`src/rtl/mips_boot_loader_if.sv`:
```
// Byte-stream input handshake and memory byte-write bus of the MIPS boot loader.
// The master is the host/bench side that feeds bytes and observes the write bus.
// The slave is the loader itself.
interface mips_boot_loader_if #(
    parameter int ADDR_W = 10
) ();
    logic              in_valid;
    logic              in_ready;
    logic [7:0]        in_data;
    logic              imem_we;
    logic              dmem_we;
    logic [ADDR_W-1:0] mem_addr;
    logic [7:0]        mem_wdata;

    modport master (
        output in_valid, in_data,
        input  in_ready, imem_we, dmem_we, mem_addr, mem_wdata
    );

    modport slave (
        input  in_valid, in_data,
        output in_ready, imem_we, dmem_we, mem_addr, mem_wdata
    );
endinterface

```
`src/rtl/mips_boot_loader.sv`:
```
// Framed byte-stream loader for the single-cycle MIPS core.
// Load frames write payload bytes into instruction or data memory through
// their byte write ports. Control bytes release (0x03) or halt (0x04) the core.
// Every output is registered. A write strobe appears exactly one cycle after
// its payload byte is accepted.
module mips_boot_loader #(
    parameter int ADDR_W = 10,
    parameter int LEN_W  = 16
) (
    input  logic              clk,
    input  logic              rst_n,
    mips_boot_loader_if.slave bus,
    output logic              cpu_run,
    output logic              load_done,
    output logic              err
);
    typedef enum logic [2:0] {
        S_IDLE    = 3'd0,
        S_ADDR_HI = 3'd1,
        S_ADDR_LO = 3'd2,
        S_LEN_HI  = 3'd3,
        S_LEN_LO  = 3'd4,
        S_DATA    = 3'd5,
        S_RUN     = 3'd6
    } state_e;

    localparam logic [7:0] CMD_LOAD_IMEM = 8'h01;
    localparam logic [7:0] CMD_LOAD_DMEM = 8'h02;
    localparam logic [7:0] CMD_START     = 8'h03;
    localparam logic [7:0] CMD_HALT      = 8'h04;

    state_e            state_q;
    logic              tgt_dmem_q;   // 1: payload goes to dmem, 0: to imem
    logic [7:0]        hdr_hi_q;     // high byte of the address or length field
    logic [ADDR_W-1:0] addr_q;
    logic [LEN_W-1:0]  rem_q;
    logic              in_ready_q;
    logic              imem_we_q;
    logic              dmem_we_q;
    logic [ADDR_W-1:0] mem_addr_q;
    logic [7:0]        mem_wdata_q;
    logic              cpu_run_q;
    logic              load_done_q;
    logic              err_q;

    logic              accept_s;
    logic [15:0]       hdr_word_s;   // big-endian header field being completed
    logic [ADDR_W-1:0] addr_d;
    logic [LEN_W-1:0]  rem_d;

    // Byte acceptance, header word assembly and the per-byte increments.
    always_comb begin
        accept_s   = bus.in_valid & in_ready_q;
        hdr_word_s = {hdr_hi_q, bus.in_data};
        addr_d     = addr_q + ADDR_W'(1);   // wraps modulo 2^ADDR_W
        rem_d      = rem_q - LEN_W'(1);
    end

    // Frame parser FSM; strobes, load_done and in_ready are rebuilt every cycle.
    always_ff @(posedge clk or negedge rst_n) begin
        if (!rst_n) begin
            state_q     <= S_IDLE;
            tgt_dmem_q  <= 1'b0;
            hdr_hi_q    <= 8'h00;
            addr_q      <= '0;
            rem_q       <= '0;
            in_ready_q  <= 1'b0;
            imem_we_q   <= 1'b0;
            dmem_we_q   <= 1'b0;
            mem_addr_q  <= '0;
            mem_wdata_q <= 8'h00;
            cpu_run_q   <= 1'b0;
            load_done_q <= 1'b0;
            err_q       <= 1'b0;
        end else begin
            imem_we_q   <= 1'b0;
            dmem_we_q   <= 1'b0;
            load_done_q <= 1'b0;
            in_ready_q  <= 1'b1;
            if (accept_s) begin
                case (state_q)
                    S_IDLE: begin
                        case (bus.in_data)
                            CMD_LOAD_IMEM: begin
                                tgt_dmem_q <= 1'b0;
                                state_q    <= S_ADDR_HI;
                            end
                            CMD_LOAD_DMEM: begin
                                tgt_dmem_q <= 1'b1;
                                state_q    <= S_ADDR_HI;
                            end
                            CMD_START: begin
                                cpu_run_q <= 1'b1;
                                state_q   <= S_RUN;
                            end
                            default: err_q <= 1'b1;   // illegal byte is consumed
                        endcase
                    end
                    S_ADDR_HI: begin
                        hdr_hi_q <= bus.in_data;
                        state_q  <= S_ADDR_LO;
                    end
                    S_ADDR_LO: begin
                        addr_q  <= hdr_word_s[ADDR_W-1:0];   // upper address bits dropped
                        state_q <= S_LEN_HI;
                    end
                    S_LEN_HI: begin
                        hdr_hi_q <= bus.in_data;
                        state_q  <= S_LEN_LO;
                    end
                    S_LEN_LO: begin
                        if (hdr_word_s == 16'h0000) begin
                            // Empty frame: finish immediately without writes.
                            load_done_q <= 1'b1;
                            in_ready_q  <= 1'b0;
                            state_q     <= S_IDLE;
                        end else begin
                            rem_q   <= hdr_word_s;
                            state_q <= S_DATA;
                        end
                    end
                    S_DATA: begin
                        imem_we_q   <= ~tgt_dmem_q;
                        dmem_we_q   <= tgt_dmem_q;
                        mem_addr_q  <= addr_q;
                        mem_wdata_q <= bus.in_data;
                        addr_q      <= addr_d;
                        rem_q       <= rem_d;
                        if (rem_q == LEN_W'(1)) begin
                            // Final byte: done pulse lines up with the last strobe.
                            load_done_q <= 1'b1;
                            in_ready_q  <= 1'b0;
                            state_q     <= S_IDLE;
                        end else begin
                            state_q <= S_DATA;
                        end
                    end
                    S_RUN: begin
                        if (bus.in_data == CMD_HALT) begin
                            cpu_run_q <= 1'b0;
                            state_q   <= S_IDLE;
                        end else begin
                            state_q <= S_RUN;   // anything else is discarded
                        end
                    end
                    default: begin
                        cpu_run_q <= 1'b0;
                        state_q   <= S_IDLE;
                    end
                endcase
            end
        end
    end

    assign bus.in_ready  = in_ready_q;
    assign bus.imem_we   = imem_we_q;
    assign bus.dmem_we   = dmem_we_q;
    assign bus.mem_addr  = mem_addr_q;
    assign bus.mem_wdata = mem_wdata_q;
    assign cpu_run       = cpu_run_q;
    assign load_done     = load_done_q;
    assign err           = err_q;
endmodule

```
`src/flat_wrapper.sv`:
```
// flat-port wrapper written by rule: the top's interface ports become plain ports
module mips_boot_loader_flat 
#(
    parameter int ADDR_W = 10,
    parameter int LEN_W  = 16
)
  (clk, rst_n, cpu_run, load_done, err, bus_in_valid, bus_in_data, bus_in_ready, bus_imem_we, bus_dmem_we, bus_mem_addr, bus_mem_wdata);
  mips_boot_loader_if #(.ADDR_W(ADDR_W)) bus_i ();
  input  logic clk;
  input  logic rst_n;
  output logic cpu_run;
  output logic load_done;
  output logic err;
  input wire logic [$bits(bus_i.in_valid)-1:0] bus_in_valid;
  input wire logic [$bits(bus_i.in_data)-1:0] bus_in_data;
  output wire logic [$bits(bus_i.in_ready)-1:0] bus_in_ready;
  output wire logic [$bits(bus_i.imem_we)-1:0] bus_imem_we;
  output wire logic [$bits(bus_i.dmem_we)-1:0] bus_dmem_we;
  output wire logic [$bits(bus_i.mem_addr)-1:0] bus_mem_addr;
  output wire logic [$bits(bus_i.mem_wdata)-1:0] bus_mem_wdata;
  assign bus_i.in_valid = bus_in_valid;
  assign bus_i.in_data = bus_in_data;
  assign bus_in_ready = bus_i.in_ready;
  assign bus_imem_we = bus_i.imem_we;
  assign bus_dmem_we = bus_i.dmem_we;
  assign bus_mem_addr = bus_i.mem_addr;
  assign bus_mem_wdata = bus_i.mem_wdata;
  mips_boot_loader #(.ADDR_W(ADDR_W), .LEN_W(LEN_W)) u_core (.clk(clk), .rst_n(rst_n), .bus(bus_i), .cpu_run(cpu_run), .load_done(load_done), .err(err));
endmodule
```
`config.mk`:
```
export PLATFORM = sky130hd
export DESIGN_NAME = mips_boot_loader_flat
export DESIGN_NICKNAME = d
export VERILOG_FILES = /design/src/rtl/mips_boot_loader_if.sv /design/src/rtl/mips_boot_loader.sv /design/src/flat_wrapper.sv
export SDC_FILE = /design/constraint.sdc
export NUM_CORES = 1
export LEC_CHECK = 0
export CORE_MARGIN = 5
export CORE_UTILIZATION = 25
export CTS_BUF_LIST = sky130_fd_sc_hd__clkbuf_2
export DETAILED_ROUTE_END_ITERATION = 16
export GPL_TIMING_DRIVEN = 1
export PLACE_DENSITY_LB_ADDON = 0.05
export SYNTH_ARGS = -nofsm -noshare
export SYNTH_HDL_FRONTEND = slang
export SYNTH_SLANG_ARGS = --single-unit
```
`constraint.sdc`:
```
create_clock -name clk -period 2.3 [get_ports clk]
set_input_delay 0.46 -clock clk [delete_from_list [all_inputs] [get_ports clk]]
set_output_delay 0.46 -clock clk [all_outputs]
set_load 0.05 [all_outputs]
```
==> run_results.csv <==
group,metric,value,unit
setup_path,r2r_cells,5,
setup_path,critical_path_arrival,1.73,ns
timing,hold_viol,0,
final_layout,n_antenna_cell,0,
placed_design,dp_slack,-0.187,ns
timing,period_share,95.4,%
floorplan,dieArea,15400,um2
floorplan,initial_core_util,25.6,%
status,status,"finished clean",
pwr,p_leak,0.00168,uW
logic_synthesis,postSynthCellCount,325,
placed_design,dp_hpwl,6690,um
clock_network,numCtsBuffers,9,
clock_network,cts_sinks,62,
grt,grt_pass1_vias,2679,
final_layout,drive_gt1_share,21.4,%
setup_path,worstSetupStartpoint,"u_core.bus.mem_wdata[4]",
clock_network,h-tree-depth,3,
logic_synthesis,ys_async_sr_fraction,100,%
logic_synthesis,synth_seq_cells,62,
timing,tightest_slew,0.645,ns
floorplan,die_x,124,um
final_layout,final_cell_mix,"dfrtp_1, nor2_1, clkdlybuf4s50_1",
clock_network,cts_tree,"done",
placed_design,io_buffers,34,
logic_synthesis,synth_edf_count,0,
routing,postRouteAntennaNets,0,
final_layout,nets,392,
pwr,finalPower,5490,uW
floorplan,row_count,41,
placed_design,place_congestion,0.746,
setup_path,cpMaxStageDelayCell,"clkdlybuf4s50_1",
routing,wl,9560,um
routing,drt_first_iter_violations,248,
setup_path,cp.depth,1,
floorplan,die_h,124,um
final_layout,design_area,4110,um2
floorplan,core,12700,um2
setup_path,cp_top_family,"buffers and inverters",
setup_path,r2r-start,"u_core.rem_q[7]",
setup_path,crit_required,1.84,ns
final_layout,final_common_cell,"dfrtp_1",
timing,grt_setup_unrepaired,"no",
routing,drc,0,
setup_path,path_cells,"clkdlybuf4s50_1",
timing,maxSlewHeadroom,56.7,%
setup_path,crit_type,"register to output pin",
logic_synthesis,ys_seq_area_share,47.8,%
clock_network,root_buffer,"clkbuf_2",
placed_design,placed_area,3960,um2
routing,routedWlPerCell,17.2,um
logic_synthesis,netlist_area,3240,um2
pwr,power_density,1340,nW/um2
logic_synthesis,syn_avg_cell_area,9.98,um2
timing,max_freq,456,MHz
logic_synthesis,synth_cell_types,55,
setup_path,start_kind,"register",
clock_network,clk_pin_slew,0.19,ns
logic_synthesis,yosys_warnings,0,
timing,hold-worst-slack,0.449,ns
grt,grt_overflow_total,0,
clock_network,clock_latency,0.53,ns
setup_path,cp-end-kind,"output pin",
grt,antenna_found_initial,0,
timing,post-route-min-period,2.19,ns
timing,skew,0.0197,ns
routing,drt_pass1_iterations,4,
timing,timing.final.max_slew_violations,0,
floorplan,ioPinCount,35,
hold_path,hold_path.class,"primary input to async pin",
setup_path,worst-path-buf-inv,1,
job,drv_cap,0,
final_layout,synthToLayoutAreaGrowth,26.6,%
routing,via_per_inst,4.89,
setup_path,critical_path.max_stage_delay,0.81,ns
pwr,ir_drop,483,uV
logic_synthesis,synthFlopType,"dfrtp_1",
timing,finalSetupViolCount,0,
grt,grt_max_degree,63,
grt,grt_use_total,13.6,%
setup_path,path_max_fanout,2,
timing,layout_setup_ws,0.107,ns
clock_network,clk_path_buf_depth,2,
final_layout,fin_util,32.4,%
grt,grt_pass1_wl,15500,um
logic_synthesis,synth_nets,339,
routing,vias,2716,
repair_timing:
| action | in CTS | in global routing |
|---|---|---|
| buffers inserted | 0 | 0 |
| hold buffers | 1 | 0 |
| endpoints found under the setup margin | 0 | 6 |
| hold endpoints to repair | 62 | 0 |
| resized for setup | 0 | 5 |
flip-flops by register name, summed over array words and instances, names as in the netlist, 3 cells and up:
name,flops
u_core.bus.mem_addr,10
u_core.state_q,3
u_core.bus.mem_wdata,8
u_core.addr_q,10
u_core.hdr_hi_q,8
u_core.rem_q,16
per-stage QoR:
| stage | TNS, ns | instances |
|---|---|---|
| after detailed placement | -0.933 | 538 |
| final | 0 | 555 |
| after CTS | 0 | 555 |
| after global routing | 0 | 555 |
| after floorplan | 0 | 325 |
| after global placement | -0.956 | 538 |
final timing paths:
check | endpoint | slack [ns]
worst max-delay path | bus_mem_wdata[4] | 0.11
worst min-delay path | u_core.state_q[1] | 0.45
worst max register to register | u_core.state_q[2] | 0.22
worst min register to register | u_core.bus.imem_we | 0.48
max in group asynchronous | u_core.rem_q[9] | 1.55
min in group clk | u_core.bus.imem_we | 0.48
final cells by class:
cell class	count	area [um2]
fillers	1360	8560
multi-input cells	234	1580
flip-flops and latches	62	1550
repair buffers	63	603
well taps	172	215
clock inverters	6	76.3
clock buffers	10	50.0
inverters	8	30.0
cell usage after synthesis, drive strengths merged (3+ instances only):
cell type  instances  share of area, %
a22oi              6               1.5
nand2             21               2.4
mux2              25               8.7
o2bb2ai            4               1.3
o22a               4               1.1
or3                7               1.4
dfrtp             62                48
inv                8              0.93
o21ai             27               4.2
a2bb2oi            3              0.81
nor4               7               2.0
nor2              29               3.4
nor3b              3              0.69
a21oi             20               3.1
o21a               6               1.4
buf                9               1.5
nor3              12               2.3
nor2b              4              0.77
ha                 3               1.2
and2               3              0.58
o22ai              4              0.77
o21bai             5               1.2
nand3              7               1.1
a31oi              7               1.3
clkbuf            12               1.4
logic make-up after synthesis:
logic type | after synthesis | synth area share (%)
compound gates | 101 | 20.9
fa+ha+maj | 3 | 1.16
buf+inv | 29 | 3.86
flops | 62 | 47.8
mux | 27 | 9.29
simple gates | 103 | 17.0
layer usage:
| layer | part of all wire, % | vias to the layer above | global-route usage [%] |
|---|---|---|---|
| li1 | - | 1308 | - |
| met1 | 51 | 1331 | 19.6 |
| met4 | 2.2 | 0 | 6.23 |
| met3 | 4.2 | 14 | 2.50 |
| met2 | 43 | 63 | 19.7 |
| met5 | 0 | - | 0 |
tightest hold or removal path, stage by stage:
cell	delay (ns)
dlygate4sd3_1	0.52
buf_2	0.12
buf_12	0.30
where the power goes:
group	leakage [uW]	internal (uW)	switching, uW
sequential	0.000740	1560	479
combinational	0.000863	1130	1530
clock	0.0000784	352	434
(Power assumes the default switching activity.)
